==> config.mk <==
export PLATFORM = sky130hd
export DESIGN_NAME = fitness_eval
export DESIGN_NICKNAME = d
export VERILOG_FILES = /design/src/rtl/fitness_eval.sv
export SDC_FILE = /design/constraint.sdc
export NUM_CORES = 1
export LEC_CHECK = 0
export CAP_MARGIN = 20
export CORE_MARGIN = 2
export CORE_UTILIZATION = 54
export CTS_BUF_LIST = sky130_fd_sc_hd__clkbuf_16
export DETAILED_ROUTE_END_ITERATION = 10
export GPL_ROUTABILITY_DRIVEN = 0
export PLACE_DENSITY_LB_ADDON = 0.08
export RECOVER_POWER = 50
export SKIP_CTS_REPAIR_TIMING = 1
export SLEW_MARGIN = 20
export SYNTH_ARGS = -nofsm -noshare
export SYNTH_HDL_FRONTEND = slang
export SYNTH_SLANG_ARGS = --single-unit
==> constraint.sdc <==
create_clock -name clk -period 6.6 [get_ports clk]
set_input_delay 1.32 -clock clk [delete_from_list [all_inputs] [get_ports clk]]
set_output_delay 1.32 -clock clk [all_outputs]
set_load 0.01 [all_outputs]
==> src/rtl/fitness_eval.sv <==
// Sequential fitness harness: sweeps every input vector through a candidate circuit and counts matching output bits against a latched truth table.
// Optional per-vector mismatch map is enabled by defining FITNESS_EVAL_ERR_MAP_EN.
module fitness_eval #(
   parameter int N_IN   = 3,
   parameter int N_OUT  = 2,
   parameter int SETTLE = 2,
   parameter int FW     = 5
) (
   input  logic                        clk,
   input  logic                        rst_n,
   input  logic                        start,
   input  logic [N_OUT*(2**N_IN)-1:0]  target,
   output logic [N_IN-1:0]             circ_in,
   input  logic [N_OUT-1:0]            circ_out,
   output logic                        busy,
   output logic                        done,
   output logic [FW-1:0]               fitness,
   output logic                        perfect
`ifdef FITNESS_EVAL_ERR_MAP_EN
   ,
   output logic [2**N_IN-1:0]          err_map
`endif
);

   localparam int NVEC = 2**N_IN;
   localparam int TW   = N_OUT*NVEC;
   localparam int SW   = (SETTLE > 0) ? $clog2(SETTLE+1) : 1;

   typedef enum logic {IDLE, RUN} state_t;

   state_t            state_reg, state_next;
   logic [N_IN-1:0]   vec_reg,   vec_next;
   logic [SW-1:0]     cnt_reg,   cnt_next;
   logic [FW-1:0]     acc_reg,   acc_next;
   logic [TW-1:0]     tgt_reg,   tgt_next;
   logic [FW-1:0]     fit_reg,   fit_next;
   logic              perf_reg,  perf_next;
   logic              done_reg,  done_next;

   logic [N_OUT-1:0]  tgt_slice;
   logic [N_OUT-1:0]  bit_match;
   logic [FW-1:0]     match_cnt;
   logic [FW-1:0]     sum;
   logic              sample;
   logic              last_vec;

`ifdef FITNESS_EVAL_ERR_MAP_EN
   logic [NVEC-1:0]   errm_reg,  errm_next;
   logic [NVEC-1:0]   emap_reg,  emap_next;
   logic [NVEC-1:0]   errm_upd;
`endif

   assign tgt_slice = tgt_reg[vec_reg*N_OUT +: N_OUT];

   generate
      for (genvar gi = 0; gi < N_OUT; gi++) begin : g_match
         assign bit_match[gi] = (circ_out[gi] == tgt_slice[gi]);
      end
   endgenerate

   always_comb begin
      match_cnt = '0;
      for (int j = 0; j < N_OUT; j++) begin
         match_cnt = match_cnt + FW'(bit_match[j]);
      end
   end

   assign sum      = acc_reg + match_cnt;
   assign sample   = (cnt_reg == SW'(SETTLE));
   assign last_vec = (vec_reg == N_IN'(NVEC-1));

`ifdef FITNESS_EVAL_ERR_MAP_EN
   assign errm_upd = errm_reg | (NVEC'(~&bit_match) << vec_reg);
`endif

   always_ff @(posedge clk or negedge rst_n) begin
      if (!rst_n) begin
         state_reg <= IDLE;
         vec_reg   <= '0;
         cnt_reg   <= '0;
         acc_reg   <= '0;
         tgt_reg   <= '0;
         fit_reg   <= '0;
         perf_reg  <= 1'b0;
         done_reg  <= 1'b0;
`ifdef FITNESS_EVAL_ERR_MAP_EN
         errm_reg  <= '0;
         emap_reg  <= '0;
`endif
      end else begin
         state_reg <= state_next;
         vec_reg   <= vec_next;
         cnt_reg   <= cnt_next;
         acc_reg   <= acc_next;
         tgt_reg   <= tgt_next;
         fit_reg   <= fit_next;
         perf_reg  <= perf_next;
         done_reg  <= done_next;
`ifdef FITNESS_EVAL_ERR_MAP_EN
         errm_reg  <= errm_next;
         emap_reg  <= emap_next;
`endif
      end
   end

   always_comb begin
      state_next = state_reg;
      vec_next   = vec_reg;
      cnt_next   = cnt_reg;
      acc_next   = acc_reg;
      tgt_next   = tgt_reg;
      fit_next   = fit_reg;
      perf_next  = perf_reg;
      done_next  = 1'b0;
`ifdef FITNESS_EVAL_ERR_MAP_EN
      errm_next  = errm_reg;
      emap_next  = emap_reg;
`endif
      case (state_reg)
         IDLE: begin
            if (start) begin
               tgt_next   = target;
               acc_next   = '0;
               vec_next   = '0;
               cnt_next   = '0;
               state_next = RUN;
`ifdef FITNESS_EVAL_ERR_MAP_EN
               errm_next  = '0;
`endif
            end
         end
         RUN: begin
            if (sample) begin
               cnt_next = '0;
               acc_next = sum;
               // Wraps to 0 after the last vector, leaving circ_in idle at 0.
               vec_next = vec_reg + N_IN'(1);
`ifdef FITNESS_EVAL_ERR_MAP_EN
               errm_next = errm_upd;
`endif
               if (last_vec) begin
                  fit_next   = sum;
                  perf_next  = (sum == FW'(TW));
                  done_next  = 1'b1;
                  state_next = IDLE;
`ifdef FITNESS_EVAL_ERR_MAP_EN
                  emap_next  = errm_upd;
`endif
               end
            end else begin
               cnt_next = cnt_reg + SW'(1);
            end
         end
         default: state_next = IDLE;
      endcase
   end

   assign circ_in = vec_reg;
   assign busy    = (state_reg == RUN);
   assign done    = done_reg;
   assign fitness = fit_reg;
   assign perfect = perf_reg;
`ifdef FITNESS_EVAL_ERR_MAP_EN
   assign err_map = emap_reg;
`endif

endmodule
==> results by group, run 1 <==
Status
  – Status: complete, but fails checks
  – Failing checks: design-rule violations, max-capacitance violations, max-slew violations

Layout
  – Most frequent cells in the layout: nand2_1, dfrtp_1, clkdlybuf4s50_1
  – Commonest non-fill, non-tap cell in the layout: nand2_1
  – Layout net count: 222
  – Synth-to-Final Area Change: 26.4%
  – Layout Utilization: 0.728
  – Total inserted antenna cells: 0
  – Max reg flops: 16
  – Design area: 0.00204 mm²
  – Share of layout cells above drive strength 1: 0.0505

Floorplanning
  – I/O pins: 32
  – Initial Util: 0.576
  – Row count: 19
  – Die Span X: 58.7 µm
  – Area of the core: 0.00281 mm²
  – Chip Height: 58.7 µm
  – Die area: 0.00345 mm²

Synth
  – Sequential share of the synthesized area: 0.526
  – Synthesized netlist net count: 193
  – Share of the synthesized area in the top cell type: 0.526
  – Multiplexer share of the synthesized area: 0.0844
  – Synth warn: 0
  – Synth Area in XOR/XNOR: 0.0325
  – Post-synthesis cell type count: 27
  – Synth Cell Area: 0.00162 mm²
  – Cells after Synth: 168
  – Mean Syn Cell Area: 9.62 µm²
  – Post-synthesis simple-gate area fraction: 0.224
  – Combinational family with the most area after synthesis: simple AND/OR/NAND/NOR gates
  – Seq cells post-synth: 34
  – Top post-synthesis cells by area: dfrtp_1, nand2_1, mux2i_1, o21ai_0, mux4_2
  – Post-synthesis compound-gate area fraction: 0.0511
  – Leading area contributor after synthesis: dfrtp_1
  – Adder-Cell Fraction of Synth Area: 0.0356

STA
  – Post-layout min period: 3080 ps
  – Setup TNS: 0 ps
  – Slew HR: -0.185
  – Worst slew pin tran: 1780 ps
  – Slew Limit Fails: 35
  – Clock skew: 4.67 ps
  – Endpoints failing hold: 0
  – Final Cycle Share: 0.467
  – Max Clk Rate: 0.324 GHz
  – Setup violators final: 0
  – Worst Slack Setup Final: 3520 ps
  – RSZ-0062 raised after global routing: false

Placement
  – Pre-CTS setup slack: 3250 ps
  – Placed Area: 0.00191 mm²
  – Hpwl dp: 2.28 mm
  – I/O Buffers: 31

Setup path
  – Startpoint Class: input port
  – Critical Path AT: 3120 ps
  – CP max stage delay: 1280 ps
  – Worst path cell trace: dlygate4sd3_1, clkbuf_1
  – Slowest CP cell: clkbuf_1
  – WP buf/inv: 2
  – CP endpoint kind: async pin
  – Worst Path Required: 6640 ps
  – Delay-heaviest family, CP: buffers and inverters
  – Critical path class: in2async
  – Worst Path Max Fanout: 34

Run
  – Max Cap Viol: 1

Pwr
  – Pwr dens: 471 mW/mm²
  – Max VDD drop: 0.283 mV
  – Leakage power: 0.991 nW
  – Flop pwr share: 0.395
  – Design Power: 0.962 mW
  – P_sw: 0.329 mW
  – Comb power frac: 0.385
  – Cell-internal power: 0.633 mW
  – Switching share of total power: 0.342
  – Clock power share: 0.220

CTS
  – Clock latency on the worst-skew pair: 270 ps
  – H-Tree Depth: 2
  – Total CTS buffers: 5
  – Root buffer cell: clkbuf_16
  – Clock-pin slew on the worst setup and hold paths: 50 ps
  – CTS tree: built
  – Clock Tree Buf Depth: 2
  – Clock tree sinks: 34

GRT
  – Gr usage total: 0.213
  – Remaining Overflow, GRT: 0
  – Vias in the first global route: 1213
  – Initial antenna violation count: 0
  – First-pass GRT wire length: 5.47 mm
  – Largest net degree at the start of global routing: 35

Routing
  – Avg WL per Cell: 14.3 µm
  – Via/cell ratio: 5.42
  – WL final: 3.27 mm
  – Vias: 1241
  – Number of iterations in the first detailed-routing pass: 7
  – Routed Antenna Nets: 0
  – DRC violations left: 3
  – Drt first-iter violations: 45

Hold path
  – Worst min path class: reg2reg
layout make-up:
type / instances / area (µm²)
Inverter: 3 / 11.3
Multi-Input combinational cell: 121 / 691
Fill cell: 207 / 762
Sequential cell: 34 / 851
Tap cell: 31 / 38.8
Clock inverter: 3 / 12.5
Clock buffer: 5 / 125
Timing Repair Buffer: 32 / 314
power groups by stage:
stage / registers, mW / logic [mW] / clock network, mW
after floorplan: 0.364 / 0.258 / 0
after global placement: 0.376 / 0.352 / 0
after detailed placement: 0.381 / 0.368 / 0
after CTS: 0.379 / 0.375 / 0.216
after global routing: 0.392 / 0.416 / 0.225
final: 0.380 / 0.370 / 0.212
logic make-up after synthesis:
group	after synthesis
AOI/OAI and AO/OA	15
muxes	11
DFF	34
adders and majority gates	4
and+or+nand+nor	85
xor gates and xnor gates	6
buffers and inverters	13
through the flow:
step                hold slack (ps)  cells
floorplan                       445    168
global placement                457    221
detailed placement              461    221
CTS                             474    229
global route                    496    229
finish                          479    229
metal layers:
layer	routed length, µm	track usage	vias to the layer above
li1	-	-	603
met5	0	0	-
met1	1420	0.271	597
met4	39	0.101	0
met2	1650	0.347	37
met3	155	0.0505	4
synthesized netlist by cell type:
master / instances
nand2_1: 63
dfrtp_1: 34
o21ai_0: 11
mux2i_1: 8
nand3_1: 6
nor2_1: 6
xnor2_1: 4
buf_2: 3
clkbuf_1: 3
ha_1: 3
inv_1: 3
and3b_1: 2
buf_4: 2
buf_6: 2
mux4_2: 2
nand2b_1: 2
nand3b_1: 2
nor3b_1: 2
xor2_1: 2
a21o_1: 1
a31oi_1: 1
fa_1: 1
mux2_2: 1
nand2_2: 1
nor2b_1: 1
o22ai_1: 1
o31ai_1: 1
worst paths after layout:
kind,start,to,slack [ps],depth (start not counted)
setup / recovery,rst_n,tgt_reg[3]$_DFFE_PN0P_,3520,2
hold / removal,tgt_reg[13]$_DFFE_PN0P_,tgt_reg[13]$_DFFE_PN0P_,480,2
setup reg to reg,circ_in[0]$_DFFE_PN0P_,perfect$_DFFE_PN0P_,3870,9
hold reg to reg,tgt_reg[13]$_DFFE_PN0P_,tgt_reg[13]$_DFFE_PN0P_,480,2
max in group clk,circ_out[0],perfect$_DFFE_PN0P_,3660,8
min in group asynchronous,rst_n,tgt_reg[12]$_DFFE_PN0P_,2060,2
(Power assumes the default switching activity.)
==> run 2: changes to the inputs <==
--- a/config.mk
+++ b/config.mk
@@ -7,7 +7,7 @@
 export LEC_CHECK = 0
 export CAP_MARGIN = 20
 export CORE_MARGIN = 2
-export CORE_UTILIZATION = 54
+export CORE_UTILIZATION = 50
 export CTS_BUF_LIST = sky130_fd_sc_hd__clkbuf_16
 export DETAILED_ROUTE_END_ITERATION = 10
 export GPL_ROUTABILITY_DRIVEN = 0
==> constraint.sdc (replaced) <==
create_clock -name clk -period 2.95 [get_ports clk]
set_input_delay 0.59 -clock clk [delete_from_list [all_inputs] [get_ports clk]]
set_output_delay 0.59 -clock clk [all_outputs]
set_load 0.01 [all_outputs]
==> run 2 against run 1 <==
Sequential share of layout area fell by 0.25 points. Clock skew fell by 1.9 ps. Power up 120%. Clock-buffer cell count stayed put. Critical path depth grew 7. Register-to-register slack got worse by 3600 ps. Non-clock buffer count rose by 1. Combinational power is 120% higher. Critical path type is now reg2reg. The run ends with max-capacitance violations, max-slew violations left. Final cell count is 5.7% higher. Hold slack worse by 7.0 ps. First-iteration DRC count fell by 58%. Core utilization shrank 5.5 points.
==> results by group, run 2 (synthesized netlist as in run 1, its figures left out) <==
CTS
  – Clock-pin slew on the worst setup and hold paths: 50 ps
  – Clock latency on the worst-skew pair: 270 ps
  – CTS tree: built
  – H-Tree Depth: 2
  – Clock Tree Buf Depth: 2
  – Clock tree sinks: 34
  – Root buffer cell: clkbuf_16
  – Total CTS buffers: 5

Routing
  – Vias: 1223
  – WL final: 3.04 mm
  – Avg WL per Cell: 12.6 µm
  – Routed Antenna Nets: 0
  – DRC violations left: 0
  – Number of iterations in the first detailed-routing pass: 4
  – Via/cell ratio: 5.05
  – Drt first-iter violations: 19

Layout
  – Layout net count: 223
  – Most frequent cells in the layout: nand2_1, dfrtp_1, clkdlybuf4s50_1
  – Max reg flops: 16
  – Layout Utilization: 0.673
  – Share of layout cells above drive strength 1: 0.0404
  – Total inserted antenna cells: 0
  – Final Non-Filler Cells: 242
  – Synth-to-Final Area Change: 27.2%
  – Commonest non-fill, non-tap cell in the layout: nand2_1

STA
  – Max Clk Rate: 0.374 GHz
  – Final Cycle Share: 0.906
  – Slew HR: -0.189
  – Worst Slack Setup Final: 277 ps
  – Setup TNS: 0 ps
  – Slew Limit Fails: 35
  – Setup violators final: 0
  – RSZ-0062 raised after global routing: false
  – Endpoints failing hold: 0
  – Post-layout min period: 2670 ps
  – Clock skew: 2.74 ps
  – Worst slew pin tran: 1780 ps

Floorplanning
  – I/O pins: 32
  – Chip Height: 60.9 µm
  – Area of the core: 0.00305 mm²
  – Initial Util: 0.530
  – Die area: 0.00370 mm²
  – Die Span X: 60.9 µm
  – Row count: 20

GRT
  – First-pass GRT wire length: 5.15 mm
  – Remaining Overflow, GRT: 0
  – Gr usage total: 0.187
  – Vias in the first global route: 1195
  – Initial antenna violation count: 0
  – Largest net degree at the start of global routing: 35

Hold path
  – Worst min path class: reg2reg

Setup path
  – Critical Path AT: 2850 ps
  – Worst Path Required: 3120 ps
  – Startpoint Class: register
  – CP endpoint kind: register
  – Critical path class: reg2reg
  – Worst Path Max Fanout: 9

Run
  – Max Cap Viol: 1

Placement
  – Inst Count DP: 235
  – Hpwl dp: 2.21 mm
  – I/O Buffers: 31
  – Pre-CTS setup slack: 289 ps

Pwr
  – Leakage power: 0.987 nW
  – Pwr dens: 1030 mW/mm²
  – Design Power: 2.11 mW
  – Max VDD drop: 0.478 mV

Status
  – Status: complete, but fails checks
  – Failing checks: max-capacitance violations, max-slew violations
run 2: cell count changes in the layout (fill, tap and decap cells not counted), sizes merged:
cell	change
dlygate4sd3	-1
clkbuf	+1
clkinv	-2
inv	+1
clkdlybuf4s50	+1
run 2: metrics by stage:
stage / hold WS, ps / instance area, µm²
finish: 472 / 2060
global route: 496 / 2060
CTS: 479 / 2070
detailed placement: 467 / 1930
global placement: 460 / 1930
floorplan: 294 / 1620
run 2: area by class of cell:
class,instances,area [µm²]
Inverter,3,11.3
Clock buffer,5,125
Clock inverter,2,7.51
Tap cell,44,55.1
Fill cell,280,997
Sequential cell,34,851
Timing Repair Buffer,33,318
Multi-Input combinational cell,121,688
run 2: report_power, final:
| part | internal, mW | leakage (nW) | switching [mW] | total (mW) |
|---|---|---|---|---|
| clock network | 0.301 | 0.0723 | 0.163 | 0.463 |
| logic | 0.435 | 0.493 | 0.365 | 0.800 |
| registers | 0.674 | 0.422 | 0.174 | 0.848 |
run 2: worst paths after layout:
| check | from | end | slack [ps] | cells after the start |
|---|---|---|---|---|
| setup / recovery | circ_in[0]$_DFFE_PN0P_ | perfect$_DFFE_PN0P_ | 280 | 9 |
| min in group asynchronous | rst_n | fitness[3]$_DFFE_PN0P_ | 1330 | 2 |
| hold / removal | perfect$_DFFE_PN0P_ | perfect$_DFFE_PN0P_ | 470 | 2 |
| hold reg to reg | perfect$_DFFE_PN0P_ | perfect$_DFFE_PN0P_ | 470 | 2 |
| setup reg to reg | circ_in[0]$_DFFE_PN0P_ | perfect$_DFFE_PN0P_ | 280 | 9 |
| max in group asynchronous | rst_n | acc_reg[1]$_DFFE_PN0P_ | 580 | 2 |
run 2: per-layer routing:
| metal | track usage | vias to the layer above | wire length (µm) |
|---|---|---|---|
| li1 | - | 605 | - |
| met1 | 0.244 | 583 | 1350 |
| met2 | 0.309 | 31 | 1490 |
| met3 | 0.0469 | 4 | 173 |
| met4 | 0.0590 | 0 | 29 |
| met5 | 0 | - | 0 |
run 2: critical path: stages (launching register included):
cell and delay (ps):
dfrtp_1 590, mux2i_1 150, mux4_2 490, xnor2_1 160, fa_1 410, inv_1 70
ha_1 250, xor2_1 160, a31oi_1 90, o31ai_1 220
==> RTL edit (config.mk and constraints of run 1) <==
The option `FITNESS_EVAL_ERR_MAP_EN` is turned on by a define.
--- a/src/rtl/fitness_eval.sv
+++ b/src/rtl/fitness_eval.sv
@@ -1,5 +1,7 @@
 // Sequential fitness harness: sweeps every input vector through a candidate circuit and counts matching output bits against a latched truth table.
 // Optional per-vector mismatch map is enabled by defining FITNESS_EVAL_ERR_MAP_EN.
+`define FITNESS_EVAL_ERR_MAP_EN
+
 module fitness_eval #(
    parameter int N_IN   = 3,
    parameter int N_OUT  = 2,
Check against the original RTL (old outputs only; new: err_map): equivalent (Yosys induction, for registers that start in step).
==> RTL edit against run 1 <==
  * The flow finishes with violations (max-capacitance violations, max-slew violations)
  * Area after synthesis up 47%
  * Power up 45%
  * Critical path depth unchanged
  * Count of clock-buffer cells in the layout unchanged
  * Final area up 43%
  * Routed wire length up 44%
  * First-iteration DRC count rose to 2.7 times the old value
  * Sequential cell count up 16
  * Worst setup slack worse by 380 ps
  * Cell count up 47%
  * Combinational power up 49%
  * Largest power group unchanged
==> RTL edit: results (changes against run 1) <==
Hpwl dp = 3.05 mm (+34%)
Vias in the first global route = 1863 (+54%)
Cell count after synthesis = 251 (+49%)
Fillers = 351 (+70%)
Synth top area cells = dfrtp_1, nand2_1, mux2i_1
Max-cap violations = 1 (unchanged)
WL/cell = 14.0 um (-2.0%)
Post-place instance area = 2770 sq um (+45%)
XOR/XNOR Fraction of Synth Area = 2.57% (-0.68 points)
Sequential share of the synthesized area = 52.5% (-0.11 points)
Status = finished, violations left
Total GRT Usage = 21.6% (+0.25 points)
Clock Path Buffers = 2 (unchanged)
Setup crit start kind = input port
Post-synth ARST share = 100% (unchanged)
DR iter-0 viols = 120 (+170%)
Crit-path leading delay family = buffers and inverters
Netlist cell types = 37 (+37%)
Compound-Gate Fraction of Synth Area = 9.72% (+4.6 points)
Worst Setup SP = rst_n
Post-synthesis adder-cell area fraction = 2.42% (-1.1 points)
Commonest cells post-synth = nand2_1, dfrtp_1, nor2_1
# placed instances = 328 (+48%)
H-tree levels = 2 (unchanged)
Least-Margin Pin Slew = 2660 ps (+878 ps)
Mux share of post-synthesis cell area = 6.09% (-2.3 points)
Worst Path Max Fanout = 50 (+47%)
Clk Latency, worst-skew pair = 290 ps (+20 ps)
Fin nets = 308 (+39%)
Max IR drop VDD = 0.228 mV (-20%)
Hold Startpoint = tgt_reg[8]
Pins Over Slew Limit = 51 (+46%)
Cell at the slowest stage of the critical path = clkbuf_1
Port Buffers = 39 (+26%)
Worst Clk Skew = 5.25 ps (+0.581 ps)
Largest net degree at the start of global routing = 51 (+46%)
First-pass GRT wire length = 8.44 mm (+54%)
Drt pass-1 iters = 4 (-3)
Vias = 1844 (+49%)
Leakage power = 0.00137 uW (+38%)
Routed Antenna Nets = 0 (unchanged)
Failing checks = max-capacitance violations, max-slew violations
Hold crit path type = flip-flop to flip-flop
Synthesized Nets = 276 (+43%)
Share of layout cells above drive strength 1 = 4.58% (-0.47 points)
Vias/cell = 5.49 (+1.3%)
CP arrival = 3300 ps (+180 ps)
Max incr delay on CP = 1860 ps (+580 ps)
-- RTL edit: cell types whose count changed after synthesis, sizes merged, moves of 4 or more --
cell | before | now
nand2 | 64 | 82
dfrtp | 34 | 50
nor2 | 6 | 14
clkbuf | 3 | 9
nand3 | 6 | 12
nor2b | 1 | 6
a32o | 0 | 4
o21ai | 11 | 15
xor2 | 2 | 6
-- RTL edit: final timing paths --
path                                to  slack (ps)  cells past startpoint
hold reg to reg             tgt_reg[8]         470                      2
hold / removal              tgt_reg[8]         470                      2
setup / recovery           tgt_reg[13]        3130                      2
max in group clk               perfect        3320                      9
setup reg to reg               perfect        3570                      8
min in group asynchronous         done        1950                      2
-- RTL edit: cells by family (layout without fill, tap and decap cells) --
logic type / after synthesis / in the layout
flip-flops: 50 / 50
AO/OA/AOI/OAI: 33 / 33
AND/OR/NAND/NOR: 128 / 128
multiplexers: 12 / 12
XOR/XNOR: 7 / 7
buffers and inverters: 17 / 50
adder cells (fa/ha/maj): 4 / 4
-- RTL edit: area by class of cell --
type	count	area [sq um]	share of cell area, %
Tap cell	52	65.1	2.22
Inverter	2	7.51	0.257
Clock inverter	3	37.5	1.28
Clock buffer	5	125	4.28
Multi-Input combinational cell	184	1050	35.9
Timing Repair Buffer	40	389	13.3
Sequential cell	50	1250	42.8
-- RTL edit: tightest hold or removal path: cells and delay by family, from the launching register on --
family	cells	cell delay (ps)
flip-flops	1	340
AND/OR/NAND/NOR	2	100
-- RTL edit: per-stage QoR --
step / hold WS [ps] / setup WS [ps] / util [%]
2_1_floorplan: 440 / 3670 / -
3_3_place_gp: 455 / 3030 / 64.5
3_5_place_dp: 462 / 3010 / 64.5
4_1_cts: 477 / 3300 / 68.3
5_1_grt: 498 / 2590 / 68.2
6_report: 474 / 3130 / 68.2
-- RTL edit: per-layer routing --
metal  share of wire [%]  GRT usage, %  vias up
li1                    -             -      908
met1                  47          29.3      889
met2                  47          33.2       39
met3                 3.5          3.75        8
met4                 2.3          11.1        0
met5                   0             0        -
-- RTL edit: power breakdown --
group / total [uW] / internal [uW] / switching, uW / leakage [uW]
clock network: 285 / 176 / 109 / 0.0000864
logic: 553 / 274 / 278 / 0.000680
registers: 558 / 445 / 113 / 0.000604
